File: src/rtl/axis_uart_rx_os_if.sv
// axis_uart_rx_os_if: AXI-Stream beat carrying one received character and its error flags
interface axis_uart_rx_os_if;
    logic [15:0] tdata;
    logic [2:0]  tuser;
    logic        tvalid;
    logic        tready;
    modport master (output tdata, tuser, tvalid, input tready);
    modport slave  (input tdata, tuser, tvalid, output tready);
endinterface

File: src/rtl/axis_uart_rx_os.sv
// axis_uart_rx_os: oversampling UART receiver with majority vote, error/break flags and FWFT AXI-Stream FIFO
module axis_uart_rx_os #(
    parameter int CLK_FREQ   = 72000000,
    parameter int BAUD_RATE  = 1000000,
    parameter int OVERSAMPLE = 8,
    parameter int DATA_BITS  = 8,
    parameter int PARITY     = 0,
    parameter int STOP_BITS  = 1,
    parameter int FIFO_DEPTH = 16
) (
    input  logic              aclk,
    input  logic              aresetn,
    input  logic              rx,
    axis_uart_rx_os_if.master m_axis,
    output logic [31:0]       rx_data_count,
    output logic              overrun,
    input  logic              overrun_clr
);
    localparam int DIV = CLK_FREQ / (BAUD_RATE * OVERSAMPLE);
    localparam int H   = OVERSAMPLE / 2;
    localparam int DW  = DIV > 1 ? $clog2(DIV) : 1;
    localparam int PW  = $clog2(OVERSAMPLE);
    localparam int BW  = $clog2(DATA_BITS);
    localparam int AW  = $clog2(FIFO_DEPTH);
    localparam logic [PW-1:0] PH_A   = PW'(H - 1);
    localparam logic [PW-1:0] PH_B   = PW'(H);
    localparam logic [PW-1:0] PH_C   = PW'(H + 1);
    localparam logic [PW-1:0] PH_END = PW'(OVERSAMPLE - 1);

    if (DIV < 1) begin : g_div_chk
        $error("axis_uart_rx_os: CLK_FREQ too low for BAUD_RATE*OVERSAMPLE");
    end
    if (OVERSAMPLE < 4 || OVERSAMPLE > 16 || OVERSAMPLE % 2 != 0) begin : g_os_chk
        $error("axis_uart_rx_os: OVERSAMPLE must be even, 4..16");
    end
    if (DATA_BITS < 5 || DATA_BITS > 16) begin : g_db_chk
        $error("axis_uart_rx_os: DATA_BITS must be 5..16");
    end
    if (PARITY < 0 || PARITY > 4) begin : g_par_chk
        $error("axis_uart_rx_os: PARITY must be 0..4");
    end
    if (STOP_BITS < 1 || STOP_BITS > 2) begin : g_sb_chk
        $error("axis_uart_rx_os: STOP_BITS must be 1 or 2");
    end
    if (FIFO_DEPTH < 2 || (FIFO_DEPTH & (FIFO_DEPTH - 1)) != 0) begin : g_fd_chk
        $error("axis_uart_rx_os: FIFO_DEPTH must be a power of 2, at least 2");
    end

    typedef enum logic [2:0] {S_IDLE, S_START, S_DATA, S_PARITY, S_STOP, S_WAIT_HIGH} state_t;

    state_t                 state_q, state_d;
    logic [1:0]             sync_q;
    logic                   rxs_prev_q;
    logic                   rxs;
    logic [DW-1:0]          div_q;
    logic [PW-1:0]          phase_q;
    logic [1:0]             smp_q;
    logic [DATA_BITS-1:0]   data_q;
    logic [BW-1:0]          bit_cnt_q;
    logic                   stop_cnt_q;
    logic                   par_q;
    logic                   perr_q;
    logic                   ferr_q;
    logic                   tick;
    logic                   vote;
    logic                   start_det;
    logic                   smp_a;
    logic                   smp_b;
    logic                   smp_c;
    logic                   bit_end;
    logic                   last_data;
    logic                   last_stop;
    logic                   push;
    logic                   ferr_now;
    logic                   brk;
    logic                   par_err;
    logic [18:0]            mem_q [FIFO_DEPTH];
    logic [AW-1:0]          wr_q;
    logic [AW-1:0]          rd_q;
    logic [AW:0]            cnt_q;
    logic                   overrun_q;
    logic                   full;
    logic                   pop;
    logic                   wr_en;
    logic                   drop;

    assign rxs = sync_q[1];

    // Two-flop synchroniser on the asynchronous pin plus a delayed copy for falling-edge detection
    always_ff @(posedge aclk or negedge aresetn) begin
        if (!aresetn) begin
            sync_q     <= 2'b11;
            rxs_prev_q <= 1'b1;
        end else begin
            sync_q     <= {sync_q[0], rx};
            rxs_prev_q <= rxs;
        end
    end

    // Baud tick divider and per-bit phase counter, both realigned to every detected start edge
    always_ff @(posedge aclk or negedge aresetn) begin
        if (!aresetn) begin
            div_q   <= '0;
            phase_q <= '0;
        end else if (start_det) begin
            div_q   <= '0;
            phase_q <= '0;
        end else begin
            div_q <= tick ? '0 : div_q + DW'(1);
            if (tick) phase_q <= phase_q == PH_END ? '0 : phase_q + PW'(1);
        end
    end

    // FSM state register
    always_ff @(posedge aclk or negedge aresetn) begin
        if (!aresetn) state_q <= S_IDLE;
        else          state_q <= state_d;
    end

    // FSM next state: a false start aborts at the third sample, stop handling ends at mid-bit
    always_comb begin
        state_d = state_q;
        case (state_q)
            S_IDLE:      if (start_det) state_d = S_START;
            S_START:     if (smp_c && vote) state_d = S_IDLE; else if (bit_end) state_d = S_DATA;
            S_DATA:      if (bit_end && last_data) state_d = PARITY != 0 ? S_PARITY : S_STOP;
            S_PARITY:    if (bit_end) state_d = S_STOP;
            S_STOP:      if (push) state_d = ferr_now ? S_WAIT_HIGH : S_IDLE;
            S_WAIT_HIGH: if (rxs) state_d = S_IDLE;
            default:     state_d = S_IDLE;
        endcase
    end

    // FSM outputs: sample strobes, 2-of-3 vote, frame completion and its error flags
    always_comb begin
        tick      = div_q == DW'(DIV - 1);
        vote      = (smp_q[0] & smp_q[1]) | ((smp_q[0] | smp_q[1]) & rxs);
        start_det = state_q == S_IDLE && rxs_prev_q && !rxs;
        smp_a     = tick && phase_q == PH_A;
        smp_b     = tick && phase_q == PH_B;
        smp_c     = tick && phase_q == PH_C;
        bit_end   = tick && phase_q == PH_END;
        last_data = bit_cnt_q == BW'(DATA_BITS - 1);
        last_stop = stop_cnt_q == 1'(STOP_BITS - 1);
        push      = state_q == S_STOP && smp_c && last_stop;
        ferr_now  = ferr_q | ~vote;
        brk       = ferr_now && data_q == '0 && (PARITY == 0 || !par_q);
        par_err   = PARITY == 1 ? (^data_q) ^ vote :
                    PARITY == 2 ? ~((^data_q) ^ vote) :
                    PARITY == 3 ? ~vote :
                    PARITY == 4 ? vote : 1'b0;
    end

    // Frame assembly: first two samples held for the vote, data shifted in LSB first, flags accumulated
    always_ff @(posedge aclk or negedge aresetn) begin
        if (!aresetn) begin
            smp_q      <= 2'b11;
            data_q     <= '0;
            bit_cnt_q  <= '0;
            stop_cnt_q <= 1'b0;
            par_q      <= 1'b0;
            perr_q     <= 1'b0;
            ferr_q     <= 1'b0;
        end else begin
            if (smp_a) smp_q[0] <= rxs;
            if (smp_b) smp_q[1] <= rxs;
            if (start_det) begin
                data_q     <= '0;
                bit_cnt_q  <= '0;
                stop_cnt_q <= 1'b0;
                par_q      <= 1'b0;
                perr_q     <= 1'b0;
                ferr_q     <= 1'b0;
            end
            if (state_q == S_DATA && smp_c) data_q <= {vote, data_q[DATA_BITS-1:1]};
            if (state_q == S_DATA && bit_end) bit_cnt_q <= bit_cnt_q + BW'(1);
            if (state_q == S_PARITY && smp_c) begin
                par_q  <= vote;
                perr_q <= par_err;
            end
            if (state_q == S_STOP && smp_c) ferr_q <= ferr_now;
            if (state_q == S_STOP && bit_end && !last_stop) stop_cnt_q <= 1'b1;
        end
    end

    // FIFO handshake: a full FIFO still accepts a push when the head leaves in the same cycle
    always_comb begin
        full  = cnt_q == (AW + 1)'(FIFO_DEPTH);
        pop   = cnt_q != '0 && m_axis.tready;
        wr_en = push && (!full || pop);
        drop  = push && full && !pop;
    end

    // FIFO storage, unreset because only occupied entries ever reach the output
    always_ff @(posedge aclk) begin
        if (wr_en) mem_q[wr_q] <= {brk, ferr_now, perr_q, 16'(data_q)};
    end

    // FIFO pointers, occupancy and the sticky overrun flag (a drop wins over a clear)
    always_ff @(posedge aclk or negedge aresetn) begin
        if (!aresetn) begin
            wr_q      <= '0;
            rd_q      <= '0;
            cnt_q     <= '0;
            overrun_q <= 1'b0;
        end else begin
            if (wr_en) wr_q <= wr_q + AW'(1);
            if (pop)   rd_q <= rd_q + AW'(1);
            cnt_q     <= cnt_q + (AW + 1)'(wr_en) - (AW + 1)'(pop);
            overrun_q <= drop | (overrun_q & !overrun_clr);
        end
    end

    assign m_axis.tvalid = cnt_q != '0;
    assign m_axis.tdata  = m_axis.tvalid ? mem_q[rd_q][15:0] : '0;
    assign m_axis.tuser  = m_axis.tvalid ? mem_q[rd_q][18:16] : '0;
    assign rx_data_count = 32'(cnt_q);
    assign overrun       = overrun_q;
endmodule

File: src/flat_wrapper.sv
// flat-port wrapper written by rule: the top's interface ports become plain ports
module axis_uart_rx_os_flat 
#(
    parameter int CLK_FREQ   = 72000000,
    parameter int BAUD_RATE  = 1000000,
    parameter int OVERSAMPLE = 8,
    parameter int DATA_BITS  = 8,
    parameter int PARITY     = 0,
    parameter int STOP_BITS  = 1,
    parameter int FIFO_DEPTH = 16
)
  (aclk, aresetn, rx, rx_data_count, overrun, overrun_clr, m_axis_tdata, m_axis_tuser, m_axis_tvalid, m_axis_tready);
  axis_uart_rx_os_if m_axis_i ();
  input  logic aclk;
  input  logic aresetn;
  input  logic rx;
  output logic [31:0] rx_data_count;
  output logic overrun;
  input  logic overrun_clr;
  output wire logic [$bits(m_axis_i.tdata)-1:0] m_axis_tdata;
  output wire logic [$bits(m_axis_i.tuser)-1:0] m_axis_tuser;
  output wire logic [$bits(m_axis_i.tvalid)-1:0] m_axis_tvalid;
  input wire logic [$bits(m_axis_i.tready)-1:0] m_axis_tready;
  assign m_axis_tdata = m_axis_i.tdata;
  assign m_axis_tuser = m_axis_i.tuser;
  assign m_axis_tvalid = m_axis_i.tvalid;
  assign m_axis_i.tready = m_axis_tready;
  axis_uart_rx_os #(.CLK_FREQ(CLK_FREQ), .BAUD_RATE(BAUD_RATE), .OVERSAMPLE(OVERSAMPLE), .DATA_BITS(DATA_BITS), .PARITY(PARITY), .STOP_BITS(STOP_BITS), .FIFO_DEPTH(FIFO_DEPTH)) u_core (.aclk(aclk), .aresetn(aresetn), .rx(rx), .m_axis(m_axis_i), .rx_data_count(rx_data_count), .overrun(overrun), .overrun_clr(overrun_clr));
endmodule
File: config.mk
export PLATFORM = sky130hd
export DESIGN_NAME = axis_uart_rx_os_flat
export DESIGN_NICKNAME = d
export VERILOG_FILES = /design/src/rtl/axis_uart_rx_os_if.sv /design/src/rtl/axis_uart_rx_os.sv /design/src/flat_wrapper.sv
export SDC_FILE = /design/constraint.sdc
export NUM_CORES = 1
export LEC_CHECK = 0
export BUFFER_PORTS_ARGS = -buffer_cell sky130_fd_sc_hd__clkbuf_2
export CAP_MARGIN = 20
export CORE_MARGIN = 2
export CORE_UTILIZATION = 45
export DETAILED_ROUTE_END_ITERATION = 7
export GPL_TIMING_DRIVEN = 0
export PLACE_DENSITY = 0.7
export SLEW_MARGIN = 20
export SYNTH_ARGS = -nofsm -noshare
export SYNTH_HDL_FRONTEND = slang
export SYNTH_SLANG_ARGS = --single-unit
File: constraint.sdc
create_clock -name aclk -period 2.5 [get_ports aclk]
set_clock_uncertainty 0.15 [all_clocks]
set_input_delay 0.5 -clock aclk [delete_from_list [all_inputs] [get_ports aclk]]
set_output_delay 0.5 -clock aclk [all_outputs]
set_load 0.02 [all_outputs]
==> results.md, run 1 <==
* Synth async-reset ratio at 20.8%
* Pins Over Slew Limit at 0
* Peak VDD IR at 689 uV
* Placer Congestion at 0.819
* CTS tree: built
* Worst-path fanout max at 6
* Synth Instances at 542
* Max-slew headroom at 33.5%
* Setup ws final at -0.513 ns
* Max layer used: met4
* Layout Nets at 672
* FP Rows at 50
* Period utilization at 121%
* Critical path required time at 1.85 ns
* PortBufs at 21
* Util after Layout at 55.3%
* Yosys warns at 0
* Total Routed Length at 18000 um
* Cts bufs inserted at 21
* Gr ovfl total at 0
* Mux share of post-synthesis cell area at 11.6%
* Routed met2 length at 8820 um
* Place WS at -0.504 ns
* Number of routed nets with antenna violations at 0
* Root Driver: clkbuf_16
* Register area at 5860 sq um
* Clk slew on worst S/H paths at 0.06 ns
* IO Count at 58
* Ant. Diodes at 0
* Fillers at 1488
* Multi-input logic area at 2680 sq um
* Synth unique cells at 51
* Layout cells sized above 1 at 33.5%
* Die Ht at 143 um
* Wirelength per Cell at 19.6 um
* Post-synthesis cell area at 8670 sq um
* P_leak at 4.03 nW
* Placed cells at 858
* Synth-to-Final Area Change at 20.1%
* FMAX at 332 MHz
* Min-delay worst type: in2async
* Adder-Cell Fraction of Synth Area at 3.09%
* Post-Synth XOR/XNOR Area at 1.21%
* Initial DRC count at 416
* Die width at 143 um
* Routed via count at 4917
* Worst-margin pin slew at 0.997 ns
* Max_cap viols at 0
* HPWL after detailed placement at 11100 um
* Initial antenna violation count at 0
* Clock latency on the worst-skew pair at 0.48 ns
* WHS at 0.0351 ns
* Worst Setup Start Kind: flip-flop
* Seq/Total Area, Yosys at 67.6%
* Finished Cell Area at 10400 sq um
* Status: complete, but fails checks
* Dominant synthesized flop cell: edfxtp_1
* CTS max path bufs at 3
* Htree depth at 1
* RSZ-0062 raised after global routing: true
* First-pass DRT Iterations at 4
* Vias in the first global route at 4754
* Final TNS setup at -4.55 ns
* Clock sink count at 202
* Largest net degree at the start of global routing at 43
* First-pass GRT wire length at 27000 um
* Vias/cell at 5.33
* Combinational family with the most area after synthesis: multiplexers
* Post-DP Area at 9280 sq um
* M1 WL at 7840 um
* Core area at 18800 sq um
* Critical path class: reg2out
* Simple-Gate Fraction of Synth Area at 6.72%
* Avg Cell Area, Syn at 16.0 sq um
* Die area at 20400 sq um
* DRC viols at 0
* Reg2reg setup slack at -0.15 ns
* CP endpoint kind: primary output
* Compound-Gate Fraction of Synth Area at 4.28%
* PwrDens at 952 nW/um^2
* Crit path DAT at 2.36 ns
* Initial Utilization at 46.1%
* Met3 WL at 1060 um
* Finish-stage setup viols at 12
* Number of synthesized flops with an enable pin at 160
* Layout Cells excl Fill at 922
* Hold Vio Cnt, Final at 0
* Tmin final at 3.01 ns
* Pwr Total at 9.92 mW
* Violated checks: negative setup slack
* Overall Global Routing Usage at 17.7%
* Count of state elements after synthesis at 202
==> metal layers <==
metal | track usage (%) | vias up
li1 | - | 2206
met5 | 0 | -
met3 | 2.58 | 29
met4 | 3.65 | 0
met2 | 29.0 | 170
met1 | 25.5 | 2512
==> cells in the final DEF (no fill, tap or decap), types with 5 or more instances in the layout <==
master and instances:
clkbuf_1 10, clkbuf_16 22, a22oi_1 10, nor2_1 13
inv_2 6, nand2_1 31, inv_1 13, ha_1 16
o211ai_1 12, clkinv_1 5, and3_2 11, dfrtp_1 36
mux2i_1 27, xnor2_1 9, conb_1 36, and3_4 8
nand3_1 7, dfstp_2 5, buf_2 5, o21ai_2 11
o21ai_0 13, buf_6 10, mux4_2 30, edfxtp_1 160
clkbuf_2 18, buf_4 56
==> area by class of cell <==
type,count,share of cell area (%)
inverters,19,0.685
clock inverters,11,1.01
plain buffers,57,4.30
clock buffers,27,5.36
repair buffers,46,3.51
well taps,260,3.12
multi-input cells,300,25.7
flip-flops and latches,202,56.3
==> registers in the layout (all words and copies together), names as in the netlist <==
name and cells:
u_core.div_q 4, u_core.mem_q 160, u_core.overrun 1, u_core.sync_q 2, u_core.data_q 8, u_core.smp_q 2, u_core.ferr_q 1, u_core.bit_cnt_q 3
u_core.state_q 3, u_core.stop_cnt_q 1, u_core.wr_q 4, u_core.cnt_q 5, u_core.phase_q 3, u_core.rxs_prev_q 1, u_core.rd_q 4
==> where the power goes <==
part | switching, mW | total [mW] | internal, mW
combinational | 1.58 | 2.97 | 1.38
clock | 1.22 | 3.00 | 1.78
sequential | 0.163 | 3.95 | 3.79
==> worst max-delay path: stages (launching register included) <==
cell,delay (ns)
dfrtp_1,0.39
buf_6,0.17
buf_12,0.13
mux4_2,0.53
o211ai_1,0.34
o21ai_2,0.13
clkbuf_8,0.17
==> path summary, 6_finish.rpt <==
path                                  start                 to  cells after the start
max                          u_core.rd_q[0]    m_axis_tdata[4]                      6
min                                 aresetn    u_core.div_q[3]                      1
max reg2reg                 u_core.cnt_q[2]    u_core.cnt_q[4]                     14
min reg2reg                u_core.sync_q[0]   u_core.sync_q[1]                      0
max in group asynchronous           aresetn  u_core.state_q[0]                      1
min in group aclk               overrun_clr     u_core.overrun                      2
==> logic make-up (layout without fill, tap and decap cells) <==
group	Yosys count	in the layout
multiplexers	63	63
XOR/XNOR	12	12
AO/OA/AOI/OAI	59	59
adder cells (fa/ha/maj)	21	21
flip-flops	202	202
other	1	36
AND/OR/NAND/NOR	105	109
buffers and inverters	79	160
==> timing repair <==
action                                  CTS  global route
setup buffers                            18             5
pin swaps                                 9             6
gates resized for setup                  77            16
cloned                                    1             4
hold buffers                              1             0
endpoints found under the setup margin  181           175
hold endpoints to repair                  1             0
==> cells in the mapped netlist (12+ instances only) <==
cell,instances,share of area (%)
inv_1,19,0.82
and3_1,19,1.4
buf_4,38,3.3
ha_1,19,2.7
nor2_1,13,0.56
o211ai_1,12,1.0
dfrtp_1,37,11
o21ai_0,24,1.4
nand2_1,33,1.4
mux2i_1,31,3.6
mux4_2,30,7.8
edfxtp_1,160,55
Note: power is estimated with default switching activity, not from simulation.
==> run 2: changes to the inputs <==
BUFFER_PORTS_ARGS = -buffer_cell sky130_fd_sc_hd__buf_2   (was -buffer_cell sky130_fd_sc_hd__clkbuf_2)
CAP_MARGIN = not set   (was 20)
CTS_CLUSTER_DIAMETER = 60   (was not set)
==> run 2 against run 1 <==
Against the previous run:
- the flow still finishes with violations (negative setup slack)
- core utilization rose by 0.34 points
- largest power group unchanged
- die area did not move
- maximum frequency up 1.2%
- register-to-register slack lost 0.12 ns
- global-route usage decreased by 0.091 points
- power is 1.6% higher
- non-clock buffer count increased by 5
==> results.md, run 2 (synthesized netlist as in run 1, its figures left out) <==
* DRC viols at 0 (unchanged)
* Critical path class: reg2out
* Setup ws final at -0.476 ns (+0.0369 ns)
* Clock latency on the worst-skew pair at 0.49 ns (about the same)
* Clock sink count at 202 (unchanged)
* Internal at 7.06 mW (+1.6%)
* HPWL after detailed placement at 11100 um (-0.24%)
* Worst r2r path cells at 15 (+1)
* Commonest non-fill, non-tap cell in the layout: edfxtp_1
* CTS max path bufs at 3 (unchanged)
* Overall Global Routing Usage at 17.6% (-0.091 points)
* PwrDens at 961 nW/um^2 (+0.94%)
* Max-slew headroom at 35.5% (+2.0 points)
* Most frequent cells in the layout: edfxtp_1 (160), buf_4 (61), conb_1 (36), dfrtp_1 (36), nand2_1 (31)
* WHS at 0.0222 ns (-0.0128 ns)
* CP endpoint kind: primary output
* Die Ht at 143 um (unchanged)
* Period utilization at 119% (-1.5 points)
* RSZ-0062 raised after global routing: true
* Vias in the first global route at 4838 (+1.8%)
* Post-DP Area at 9280 sq um (unchanged)
* Initial DRC count at 326 (-22%)
* Routed via count at 4856 (-1.2%)
* Tmin final at 2.98 ns (-0.0369 ns)
* Min-delay worst type: in2async
* Initial Utilization at 46.1% (unchanged)
* Reg2reg setup slack at -0.27 ns (-0.12 ns)
* First-pass GRT wire length at 26900 um (-0.44%)
* Max_cap viols at 0 (unchanged)
* Critical path origin: u_core.rd_q[0]
* Critical path required time at 1.85 ns (about the same)
* Largest register FFs at 160 (unchanged)
* Root Driver: clkbuf_16
* FP Rows at 50 (unchanged)
* Htree depth at 1 (unchanged)
* Comb power frac at 31.1% (+1.2 points)
* Crit path DAT at 2.33 ns (-0.03 ns)
* IO Count at 58 (unchanged)
* Largest registers: u_core.mem_q x160, u_core.data_q x8, u_core.cnt_q x5
* First-pass DRT Iterations at 5 (+1)
* Layout cells sized above 1 at 34.0% (+0.50 points)
* Wirelength per Cell at 19.2 um (-1.8%)
* Pins Over Slew Limit at 0 (unchanged)
* Violated checks: negative setup slack
* R2R Path Start: u_core.cnt_q[3]
* Net load switching power at 3.01 mW (+1.5%)
* Worst-margin pin slew at 0.968 ns (-0.0294 ns)
* FMAX at 336 MHz (+1.2%)
* Sequential share of power at 39.2% (-0.6 points)
* Util after Layout at 55.7% (+0.34 points)
* Cts bufs inserted at 21 (unchanged)
* CTS tree: built
* Peak VDD IR at 673 uV (-2.2%)
* Crit path to: m_axis_tdata[7]
* Reg2reg end: u_core.cnt_q[4]
* Most flop-heavy register: u_core.mem_q
* Number of routed nets with antenna violations at 0 (unchanged)
* Vias/cell at 5.26 (-1.5%)
* Clk slew on worst S/H paths at 0.06 ns (about the same)
* Largest net degree at the start of global routing at 43 (unchanged)
* Die width at 143 um (unchanged)
* Worst Setup Start Kind: flip-flop
* Layout Nets at 674 (+0.30%)
* Total Routed Length at 17700 um (-1.6%)
* Status: complete, but fails checks
* Gr ovfl total at 0 (unchanged)
* PortBufs at 21 (unchanged)
* Hold Vio Cnt, Final at 0 (unchanged)
* Worst-path fanout max at 5 (-1)
* Placer Congestion at 0.815 (-0.46%)
* Finished Cell Area at 10500 sq um (+0.61%)
* P_leak at 4.08 nW (+1.3%)
* Core area at 18800 sq um (unchanged)
* Initial antenna violation count at 0 (unchanged)
* Clock share of power at 29.6% (-0.7 points)
* Die area at 20400 sq um (unchanged)
* Synth-to-Final Area Change at 20.8%
* Sw Ratio at 29.9% (about the same)
* Finish-stage setup viols at 15 (+3)
* Ant. Diodes at 0 (unchanged)
-- run 2: cell types whose count changed in the layout (fill, tap and decap cells not counted), sizes merged --
cell	before	now
buf	75	98
clkbuf	54	34
and3	22	19
bufbuf	0	1
clkinv	7	8
clkinvlp	1	0
inv	20	21
-- run 2: cell type report --
type	instances	area, sq um
fill	1463	8350
buffer	57	458
inverter	19	71.3
sequential	202	5860
tap	260	325
clock inverter	12	115
clock buffer	26	544
multi-input combinational	297	2650
timing repair buffer	51	452
-- run 2: worst max-delay path: stages, from the launching register on --
cell and delay [ns]:
dfrtp_1 0.36, buf_6 0.14, buf_12 0.12, buf_12 0.12, mux4_2 0.52, o211ai_1 0.27, o21ai_2 0.12, buf_2 0.17
-- run 2: layer usage --
metal | vias up | global-route usage, % | part of all wire, %
met4 | 0 | 5.21 | 2.5
li1 | 2205 | - | -
met1 | 2458 | 23.7 | 42
met2 | 167 | 29.0 | 50
met5 | - | 0 | 0
met3 | 26 | 3.72 | 6.2
-- run 2: through the flow --
stage	setup WS (ns)	cells	power, mW	setup TNS (ns)
finish	-0.476	924	10.1	-4.97
detailed placement	-0.473	858	6.48	-33.79
global placement	-0.414	858	6.38	-24.88
floorplan	-0.204	577	5.82	-0.242
global route	-0.507	924	10.5	-5.94
CTS	-0.458	913	9.75	-4.53
-- run 2: power groups by stage --
| stage | combinational [mW] | clock (mW) | sequential [mW] |
|---|---|---|---|
| 2_1_floorplan | 1.80 | 0 | 4.02 |
| 3_3_place_gp | 2.39 | 0 | 4.00 |
| 3_5_place_dp | 2.47 | 0 | 4.01 |
| 4_1_cts | 2.78 | 3.02 | 3.95 |
| 5_1_grt | 3.38 | 3.17 | 3.97 |
| 6_report | 3.14 | 2.99 | 3.95 |
-- run 2: what timing repair did --
| item | 4_1_cts | 5_1_grt |
|---|---|---|
| hold buffers | 1 | 0 |
| setup buffers | 16 | 12 |
| pin swaps | 8 | 8 |
| cloned | 2 | 1 |
| endpoints found under the setup margin | 191 | 174 |
| endpoints found under the hold margin | 1 | 0 |
| resized for setup | 64 | 30 |
-- run 2: how the worst min path moves through the flow --
stage / end / slack, ns
2_1_floorplan: u_core.bit_cnt_q[0] / 0.05
3_3_place_gp: u_core.sync_q[1] / 0.20
3_5_place_dp: u_core.sync_q[1] / 0.20
4_1_cts: u_core.div_q[1] / 0.05
5_1_grt: u_core.overrun / 0.04
6_report: u_core.div_q[1] / 0.02
==> run 3: changes to the inputs <==
CORE_MARGIN = not set   (was 2)
==> run 3 against run 2 <==
Against the previous run:
- the flow still finishes with violations (negative setup slack)
- register-to-register slack better by 0.10 ns
- cell area is 1.2% higher
- combinational power is 8.3% higher
- sequential power hardly changed
- global-route usage is 0.87 points higher
- sequential share of layout area is 0.67 points lower
- maximum frequency is 1.7% higher
- critical path depth stayed put
- critical path type unchanged
==> results.md, run 3 (synthesized netlist as in run 1, its figures left out) <==
* CTS max path bufs at 3 (unchanged)
* Max-slew headroom at 36.5% (+0.99 points)
* Worst-margin pin slew at 0.953 ns (-0.0148 ns)
* Root Driver: clkbuf_16
* Wirelength per Cell at 19.6 um (+2.1%)
* Vias/cell at 5.28 (+0.53%)
* Violated checks: negative setup slack
* First-pass DRT Iterations at 4 (-1)
* Core area at 18800 sq um (unchanged)
* CP endpoint kind: primary output
* Clock latency on the worst-skew pair at 0.49 ns (about the same)
* Initial antenna violation count at 0 (unchanged)
* Finished Cell Area at 10600 sq um (+1.2%)
* Total Routed Length at 18200 um (+2.6%)
* Layout Cells excl Fill at 928 (+0.43%)
* Reg2reg setup slack at -0.17 ns (+0.10 ns)
* RSZ-0062 raised after global routing: true
* Critical path required time at 1.85 ns (about the same)
* HPWL after detailed placement at 11100 um (+0.22%)
* Cts bufs inserted at 20 (-4.8%)
* Worst r2r path cells at 14 (-1)
* Layout Nets at 679 (+0.74%)
* Initial DRC count at 505 (+55%)
* R2R Path Start: u_core.cnt_q[3]
* Htree depth at 1 (unchanged)
* Status: complete, but fails checks
* First-pass GRT wire length at 27400 um (+1.7%)
* Number of routed nets with antenna violations at 0 (unchanged)
* Overall Global Routing Usage at 18.5% (+0.87 points)
* Finish-stage setup viols at 14 (-1)
* Largest registers: u_core.mem_q x160, u_core.data_q x8, u_core.cnt_q x5
* Die area at 19800 sq um (-2.8%)
* Crit path DAT at 2.28 ns (-0.05 ns)
* Most frequent cells in the layout: edfxtp_1 (160), buf_4 (64), conb_1 (36), dfrtp_1 (36), nand2_1 (31)
* FMAX at 342 MHz (+1.7%)
* Gr ovfl total at 0 (unchanged)
* WHS at 0.00749 ns (-0.0148 ns)
* Ant. Diodes at 0 (unchanged)
* Largest net degree at the start of global routing at 43 (unchanged)
* Critical path origin: u_core.rd_q[0]
* Layout cells sized above 1 at 35.0% (+0.99 points)
* Die width at 141 um (-1.4%)
* Fillers at 1429 (-2.3%)
* Pins Over Slew Limit at 0 (unchanged)
* PwrDens at 978 nW/um^2 (+1.7%)
* Setup ws final at -0.426 ns (+0.0506 ns)
* Synth-to-Final Area Change at 22.3%
* Vias in the first global route at 4787 (-1.1%)
* Commonest non-fill, non-tap cell in the layout: edfxtp_1
* Worst-path fanout max at 5 (unchanged)
* Hold Vio Cnt, Final at 0 (unchanged)
* Initial Utilization at 46.1% (unchanged)
* Period utilization at 117% (-2.0 points)
* Final TNS setup at -4.38 ns (+0.592 ns)
* PortBufs at 21 (unchanged)
* Clk slew on worst S/H paths at 0.06 ns (about the same)
* Most flop-heavy register: u_core.mem_q
* Post-DP Area at 9280 sq um (unchanged)
* Peak VDD IR at 734 uV (+8.9%)
* Worst Setup Start Kind: flip-flop
* IO Count at 58 (unchanged)
* Placer Congestion at 0.753 (-7.6%)
* Largest register FFs at 160 (unchanged)
* CTS tree: built
* Routed via count at 4903 (+0.97%)
* FP Rows at 50 (unchanged)
* Crit path to: m_axis_tdata[7]
* DRC viols at 0 (unchanged)
* Critical path class: reg2out
* Place WS at -0.563 ns (-0.0904 ns)
* Clock sink count at 202 (unchanged)
* Tmin final at 2.93 ns (-0.0506 ns)
* Min-delay worst type: in2async
* Die Ht at 141 um (-1.4%)
* P_leak at 4.09 nW (+0.31%)
* Max_cap viols at 0 (unchanged)
* Reg2reg end: u_core.cnt_q[4]
* Placed cells at 858 (unchanged)
==> run 3: changes by cell type in the layout (fill, tap and decap cells not counted), moves of 3 or more <==
cell     previous run  this run
and3_4              1         6
mux2i_1            28        24
mux2i_4             1         6
and3_2             15        10
buf_2              18        13
buf_4              61        64
buf_6              12        20
==> run 3: metrics by stage <==
step                util [%]  total power [mW]
floorplan                  -              5.82
global placement        49.3              6.40
detailed placement      49.3              6.49
CTS                     54.9              9.96
finish                  56.3              10.4
global route            56.3              10.8
==> run 3: where the power goes <==
group	switching (mW)	internal [mW]	total, mW
clock network	1.18	1.83	3.02
registers	0.167	3.79	3.95
logic	1.74	1.66	3.40
==> run 3: worst min path at each step <==
| stage | start | endpoint | cells after the start |
|---|---|---|---|
| after floorplan | aresetn | u_core.bit_cnt_q[0] | 0 |
| after global placement | u_core.sync_q[0] | u_core.sync_q[1] | 0 |
| after detailed placement | u_core.sync_q[0] | u_core.sync_q[1] | 0 |
| after CTS | aresetn | u_core.div_q[1] | 1 |
| after global routing | overrun_clr | u_core.overrun | 2 |
| final | aresetn | u_core.div_q[1] | 1 |
==> run 3: per-layer routing <==
layer	vias to the layer above	track usage, %	share of wire (%)
li1	2218	-	-
met5	-	0	0
met2	161	31.6	51
met1	2491	25.1	42
met3	33	2.68	5.6
met4	0	4.29	2.0
==> run 3: critical path: stages (launching register included) <==
cell      delay, ns
dfrtp_1        0.36
buf_6          0.15
buf_6          0.11
buf_12         0.11
mux4_2         0.52
o211ai_1       0.24
o21ai_2        0.11
buf_2          0.18
==> run 3: layout make-up <==
cell class                      instances  area, sq um  area share (%)
Inverter                               19         71.3           0.672
Sequential cell                       202         5860            55.3
Multi-Input combinational cell        297         2720            25.6
Timing Repair Buffer                   57          509            4.80
Tap cell                              260          325            3.07
Buffer                                 57          459            4.33
Clock buffer                           24          537            5.06
Clock inverter                         12          128            1.20
==> run 3: repair_timing <==
item | 4_1_cts | 5_1_grt
setup buffers | 14 | 20
cloned | 1 | 1
endpoints found under the setup margin | 191 | 175
hold buffers | 1 | 0
endpoints found under the hold margin | 1 | 0
pin swaps | 8 | 11
gates resized for setup | 88 | 32
